==> config.mk <==
export PLATFORM = sky130hd
export DESIGN_NAME = fetch_stage
export DESIGN_NICKNAME = d
export VERILOG_FILES = /design/src/rtl/fetch_stage.sv
export SDC_FILE = /design/constraint.sdc
export NUM_CORES = 1
export LEC_CHECK = 0
export ABC_AREA = 1
export CAP_MARGIN = 0
export CORE_MARGIN = 8
export CORE_UTILIZATION = 45
export CTS_CLUSTER_SIZE = 10
export DETAILED_ROUTE_END_ITERATION = 12
export PLACE_DENSITY = 0.81
export SLEW_MARGIN = 25
export SYNTH_ARGS = -nofsm -noshare
export SYNTH_HDL_FRONTEND = slang
export SYNTH_SLANG_ARGS = --single-unit
==> constraint.sdc <==
create_clock -name clk -period 1.8 [get_ports clk]
set_input_delay 0.36 -clock clk [delete_from_list [all_inputs] [get_ports clk]]
set_output_delay 0.36 -clock clk [all_outputs]
set_load 0.01 [all_outputs]
==> src/rtl/fetch_stage.sv <==
// fetch_stage: IF stage holding the PC, issuing single-outstanding imem requests and driving IF/ID controls.
module fetch_stage #(
  parameter int PC_WIDTH = 16,
  parameter int INSTR_WIDTH = 16,
  parameter logic [PC_WIDTH-1:0] RESET_PC = '0,
  parameter logic [3:0] HALT_OPCODE = 4'hF
) (
  input  logic                   clk,
  input  logic                   rst_n,
  input  logic                   stall,
  input  logic                   branch_taken,
  input  logic [PC_WIDTH-1:0]    branch_target,
  output logic                   imem_req,
  output logic [PC_WIDTH-1:0]    imem_addr,
  input  logic                   imem_valid,
  input  logic [INSTR_WIDTH-1:0] imem_rdata,
  output logic [INSTR_WIDTH-1:0] instr,
  output logic [PC_WIDTH-1:0]    instr_pc,
  output logic [PC_WIDTH-1:0]    pc_plus2,
  output logic                   ifid_wen,
  output logic                   ifid_flush,
  output logic                   halted
);
  typedef enum logic [2:0] {IDLE, REQ, WAIT, HOLD, DRAIN, HALT} state_t;
  state_t state_q, state_d;
  logic [PC_WIDTH-1:0] pc_q, pc_d, addr_q, addr_d;
  logic [INSTR_WIDTH-1:0] buf_q, buf_d, cur;
  logic have, br, in_flight;
  always_comb begin
    have = (state_q == WAIT && imem_valid) || state_q == HOLD;
    br = branch_taken && state_q != IDLE;
    // a request is still outstanding unless this cycle's response consumes it
    in_flight = state_q == REQ || ((state_q == WAIT || state_q == DRAIN) && !imem_valid);
    cur = state_q == HOLD ? buf_q : imem_rdata;
    imem_req = state_q == REQ;
    imem_addr = imem_req ? pc_q : addr_q;
    addr_d = imem_addr;
    instr = have ? cur : '0;
    instr_pc = have ? pc_q : '0;
    pc_plus2 = have ? pc_q + PC_WIDTH'(2) : '0;
    halted = state_q == HALT;
    ifid_wen = have && !stall && !br;
    ifid_flush = br;
    buf_d = (state_q == WAIT && imem_valid && stall) ? imem_rdata : buf_q;
    state_d = state_q == IDLE ? REQ :
              state_q == REQ ? WAIT :
              (state_q == DRAIN && imem_valid) ? REQ :
              (state_q == WAIT && imem_valid && stall) ? HOLD : state_q;
    pc_d = pc_q;
    if (ifid_wen) begin
      pc_d = pc_q + PC_WIDTH'(2);
      state_d = cur[INSTR_WIDTH-1 -: 4] == HALT_OPCODE ? HALT : REQ;
    end
    if (br) begin
      pc_d = {branch_target[PC_WIDTH-1:1], 1'b0};
      state_d = in_flight ? DRAIN : REQ;
    end
  end
  always_ff @(posedge clk or negedge rst_n) begin
    if (!rst_n) begin
      state_q <= IDLE;
      pc_q <= RESET_PC;
      addr_q <= RESET_PC;
      buf_q <= '0;
    end else begin
      state_q <= state_d;
      pc_q <= pc_d;
      addr_q <= addr_d;
      buf_q <= buf_d;
    end
  end
endmodule

After elaboration in Yosys (flattened, before gate mapping). Cells that the tools add are included.

Logic and storage cells: 43. Output and inout port bits: 68. Input bits: 37. Bits in registers: 51.

Add/sub/neg operators: 1. Mux-type cells: 15. Reduce and logical (&&, ||, !) cells: 17. Equal/unequal tests: 6.

Operator list (number): 2-to-1 mux 16 bit (7); 2-to-1 mux 3 bit (8); adder 16 x 2 -> 16 bit, second input constant (1); logical AND 1 bit (7); equality test 3 x 2 -> 1 bit, second input constant (2); equality test 3 bit, second input constant (2); nonzero test 6 bit (1); equality test 4 bit, second input constant (1); equality test 3 x 1 -> 1 bit, second input constant (1); zero test 1 bit (3); zero test 3 bit (1); logical OR 1 bit (3); nonzero test 3 bit (1); nonzero test 2 bit (1).

Logic depth before layout (Yosys ltp).
Word-level depth: 9. Depth in mapped cells: 9. Depth with buffers taken out: 8.

Worst setup path after synthesis. Ideal clock, no wire load.

Path type: register -> output. Start point: register state_q[0]. End point: output pc_plus2[12]. Data arrival time: 1.304 ns. Data required time: 1.440 ns. Path buffers: 2. Cell stages (with the launch flop): 6. Slack: 0.136 ns. Path through: dfrtp_1 -> buf_6 -> nor4_2 -> nor2_2 -> buf_2 -> a21oi_1.

Word-level cells in the longest chain between the ends: 4. Elaborated cells on any way between the ends: 5. Classes of those cells: eq/ne (2); mux (1); reduce/logical (2).

Ends and longest elaborated chain: start: declaration (RTL line 25) `state_t state_q, state_d;`; start signal: assignment (RTL line 66) `state_q <= state_d;`; equality test 3 x 2 -> 1 bit (RTL line 30) `have = (state_q == WAIT && imem_valid) || state_q == HOLD;`; logical AND 1 bit (RTL line 30); logical OR 1 bit * (RTL line 30); 2-to-1 mux 16 bit * (RTL line 40) `pc_plus2 = have ? pc_q + PC_WIDTH'(2) : '0;`; end: declaration (RTL line 19) `output logic [PC_WIDTH-1:0] pc_plus2,`.

Every way passes the cells marked *; elsewhere a longest branch is shown, timed or not.

Worst setup path in the final report.
Start point: register pc_q[1]. End point: output pc_plus2[15].

Word-level cells in the longest chain between the ends: 2.

Ends and longest elaborated chain: start: declaration (RTL line 26) `logic [PC_WIDTH-1:0] pc_q, pc_d, addr_q, addr_d;`; start signal: assignment (RTL line 67) `pc_q <= pc_d;`; adder 16 x 2 -> 16 bit (RTL line 40); 2-to-1 mux 16 bit (RTL line 40).

No other way between the ends.

==> impl_summary.log <==
[metrics] result of the run: complete, but fails checks
[metrics] violated checks: negative setup slack
[metrics] final-report hold violation count: 0
[metrics] Bufs on Longest Clock Path: 2
[metrics] Bufs and invs on worst path: 2
[metrics] CTS Root Cell: sky130_fd_sc_hd__clkbuf_8
[metrics] floorplan die area: 9247 sq um
[metrics] vertical die dimension: 96.16 microns
[metrics] largest net degree at the start of global routing: 51
[metrics] layout cells sized above 1: 0.5330
[metrics] number of distinct library cells after synthesis: 28
[metrics] Hold-fix buffers, CTS: 0
[metrics] highest attainable clock frequency: 461.5 MHz
[metrics] antenna diode instance count: 0
[metrics] sink count of the clock tree: 50
[metrics] number of instances in the synthesized netlist: 393
[metrics] Syn. warnings: 0
[metrics] Worst Setup Start Kind: flop
[metrics] post-CTS clock slew at the launch and capture registers of the worst setup and hold paths: 0.10 ns
[metrics] post-synthesis average cell area: 7.358 sq um
[metrics] Filler Cells Inserted: 294
[metrics] number of buffers created by CTS: 5
[metrics] CTS tree: built
[metrics] Top Ports: 105
[metrics] floorplan row count: 29
[metrics] HPWL after detailed placement: 7595 microns
[metrics] leakage component of the power: 0.002693 uW
[metrics] final weighted congestion in routability-driven placement: 0.9133
[metrics] Tot Pwr: 9504 uW
[metrics] post-synthesis mux area share: 0.04673
[metrics] final period utilization: 1.204
[metrics] summed area of non-filler cells in the final layout: 5443 sq um
[metrics] complex-gate fraction of the synthesized area: 0.1112
[metrics] x dimension of the die: 96.16 microns
[metrics] maximum capacitance violations: 0
[metrics] via-per-instance ratio: 5.775
[metrics] fin crit period: 2.167 ns
[metrics] Core Area: 6277 sq um
[metrics] CTS HTree Levels: 2
[metrics] WP data required: 1.44 ns
[metrics] worst hold path class: input port to async pin
[metrics] pins over their slew limit: 0
[metrics] dominant combinational cell family by area after synthesis: simple AND/OR/NAND/NOR gates
[metrics] crit-path leading delay family: simple AND/OR/NAND/NOR gates
[metrics] worst-path cell chain: ha_2 > nand3_4 > nor2_4 > buf_4 > nand4_1 > a21oi_1 > buf_2
[metrics] Detail Route Antenna Nets: 0
[metrics] Finish-stage setup viols: 69
[metrics] post-route setup slack: -0.3668 ns
[metrics] number of remaining DRC errors: 0
[metrics] register area share after synthesis: 0.4327
[metrics] Setup crit end kind: output port
[metrics] total via count in the routed design: 3944
[metrics] number of register bits inferred by synthesis: 50
[metrics] total area of multi-input combinational cells: 1888 sq um
[metrics] Max stage delay on crit path: 0.38 ns
[metrics] number of port buffers: 101
[metrics] category of the critical setup timing path: flop to output port
[metrics] placed cell areas: 4628 sq um
[metrics] clock insertion delay at the later pin of the skew report: 0.31 ns
[metrics] via count of the first global-routing pass: 3674
[metrics] largest voltage drop on the vdd net: 1.452 mV
[metrics] effective utilization at floorplan: 0.4606
[metrics] synthesized cell area: 2892 sq um
[metrics] master of the slowest instance on the critical path: sky130_fd_sc_hd__dfrtp_1
[metrics] Layout Nets: 643
[metrics] routed len/inst: 20.80 microns
[metrics] total wirelength of the detailed-routed design: 14210 microns
[metrics] DR iter-0 viols: 406
[metrics] maximum clock skew at final layout: 0.01028 ns
[metrics] register-to-register setup slack: -0.03 ns
[metrics] post-synthesis simple-gate area fraction: 0.3020
[metrics] RSZ-0062 raised after global routing: true
[metrics] wire length of the first global-routing pass: 17140 microns
[metrics] first-pass iteration count of the detailed router: 9
[metrics] total global-route track usage: 0.2325
[metrics] area share of fa/ha/maj cells after synthesis: 0.004327
[metrics] Setup Slack @ Placement: -0.8308 ns
[metrics] number of antenna violations at the first check in global routing: 0
[metrics] FF+latch area: 1256 sq um
[metrics] Critical Path Fanout Max: 3
[metrics] Power Density: 1746 nW/um^2
[metrics] xor/xnor share of the synthesized area: 0.009087
[metrics] area grow syn2layout: 88.23%
[metrics] grt ovf: 0
[metrics] arrival time at the worst endpoint: 1.81 ns
[routing by layer]
metal,wire length (microns),global-route usage
met4,714,0.09347
met5,0,0
met3,1556,0.06708
met2,6908,0.4058
met1,5029,0.2596
[cell type report]
class                           count  share of cell area
Tap cell                           77             0.01770
Inverter                           42             0.03287
Multi-Input combinational cell    286              0.3469
Sequential cell                    50              0.2308
Clock buffer                        6             0.01517
Clock inverter                      2            0.002299
Timing Repair Buffer              220              0.3543
[registers in the layout, summed over array words and instances (netlist names)]
register and cells:
addr_q 16, buf_q 16, pc_q 15, state_q 3
[synthesized netlist by cell type (all sizes together)]
master,instances,share of area
nand3,26,0.045
nand2,128,0.17
mux2,12,0.047
inv,42,0.055
buf,17,0.037
o211ai,6,0.017
a21oi,21,0.036
ha,1,0.0043
nand4,4,0.011
conb,1,0.0013
nor3,6,0.010
o21a,2,0.0052
dfrtp,50,0.43
nor2,42,0.062
o22ai,1,0.0022
xor2,3,0.0091
nor4,1,0.0043
o21ai,29,0.050
and2,1,0.0022
[placed cells by master (no fill, tap or decap), types with 3 or more instances in the layout]
cell type and n:
sky130_fd_sc_hd__mux2_2 12, sky130_fd_sc_hd__buf_12 7, sky130_fd_sc_hd__inv_2 3, sky130_fd_sc_hd__clkdlybuf4s50_1 33, sky130_fd_sc_hd__buf_6 34, sky130_fd_sc_hd__nand4_1 3
sky130_fd_sc_hd__o21ai_4 6, sky130_fd_sc_hd__nor2_2 19, sky130_fd_sc_hd__a21oi_4 3, sky130_fd_sc_hd__clkbuf_2 4, sky130_fd_sc_hd__nor2_1 11, sky130_fd_sc_hd__a21oi_1 3
sky130_fd_sc_hd__inv_4 5, sky130_fd_sc_hd__a21oi_2 15, sky130_fd_sc_hd__clkbuf_8 6, sky130_fd_sc_hd__nand3_1 17, sky130_fd_sc_hd__o211ai_1 5, sky130_fd_sc_hd__dfrtp_1 46
sky130_fd_sc_hd__buf_4 88, sky130_fd_sc_hd__dfrtp_2 4, sky130_fd_sc_hd__nand2_2 14, sky130_fd_sc_hd__o21ai_0 9, sky130_fd_sc_hd__nand2_1 109, sky130_fd_sc_hd__nand3_4 4
sky130_fd_sc_hd__buf_2 46, sky130_fd_sc_hd__inv_1 32, sky130_fd_sc_hd__nand2_4 5, sky130_fd_sc_hd__nand3_2 5, sky130_fd_sc_hd__nor2_4 13, sky130_fd_sc_hd__nor3_1 4
sky130_fd_sc_hd__clkbuf_16 5, sky130_fd_sc_hd__o21ai_2 12
[report_power, final]
group / switching [uW] / leakage (uW) / internal (uW)
registers: 431 / 0.000619 / 1650
logic: 3540 / 0.00203 / 3170
clock network: 398 / 0.0000472 / 310
total: 4370 / 0.00269 / 5130
[path summary, 6_finish.rpt]
| path | from | to | depth (start not counted) |
|---|---|---|---|
| worst max-delay path | pc_q[1] | pc_plus2[15] | 7 |
| worst min register to register | buf_q[15] | buf_q[15] | 2 |
| max in group asynchronous | rst_n | state_q[0] | 2 |
| worst max register to register | state_q[0] | pc_q[3] | 9 |
| worst min-delay path | rst_n | addr_q[4] | 2 |
| min in group clk | buf_q[15] | buf_q[15] | 2 |
[through the flow]
step	setup TNS (ns)	utilization	std cells	hold WS (ns)
after floorplan	0	-	394	0.06441
after global placement	-36.97	0.7373	641	0.3702
after detailed placement	-40.00	0.7373	641	0.3701
after CTS	-15.20	0.7604	657	0.03961
after global routing	-19.63	0.8671	683	0.05518
final	-15.56	0.8671	683	0.02893
[repair_timing]
| action | 4_1_cts | 5_1_grt |
|---|---|---|
| setup buffers | 6 | 26 |
| gates cloned | 2 | 5 |
| gates resized for setup | 287 | 175 |
| endpoints found under the setup margin | 66 | 71 |
| pin swaps | 9 | 29 |
[logic make-up (layout without fill, tap and decap cells)]
logic type,Yosys count,count (layout)
simple gates,208,209
mux,12,12
compound gates,59,59
buf+inv,59,270
flops,50,50
fa+ha+maj,1,1
xor+xnor,3,3
other cells,1,2
Note: power is estimated with default switching activity, not from simulation.
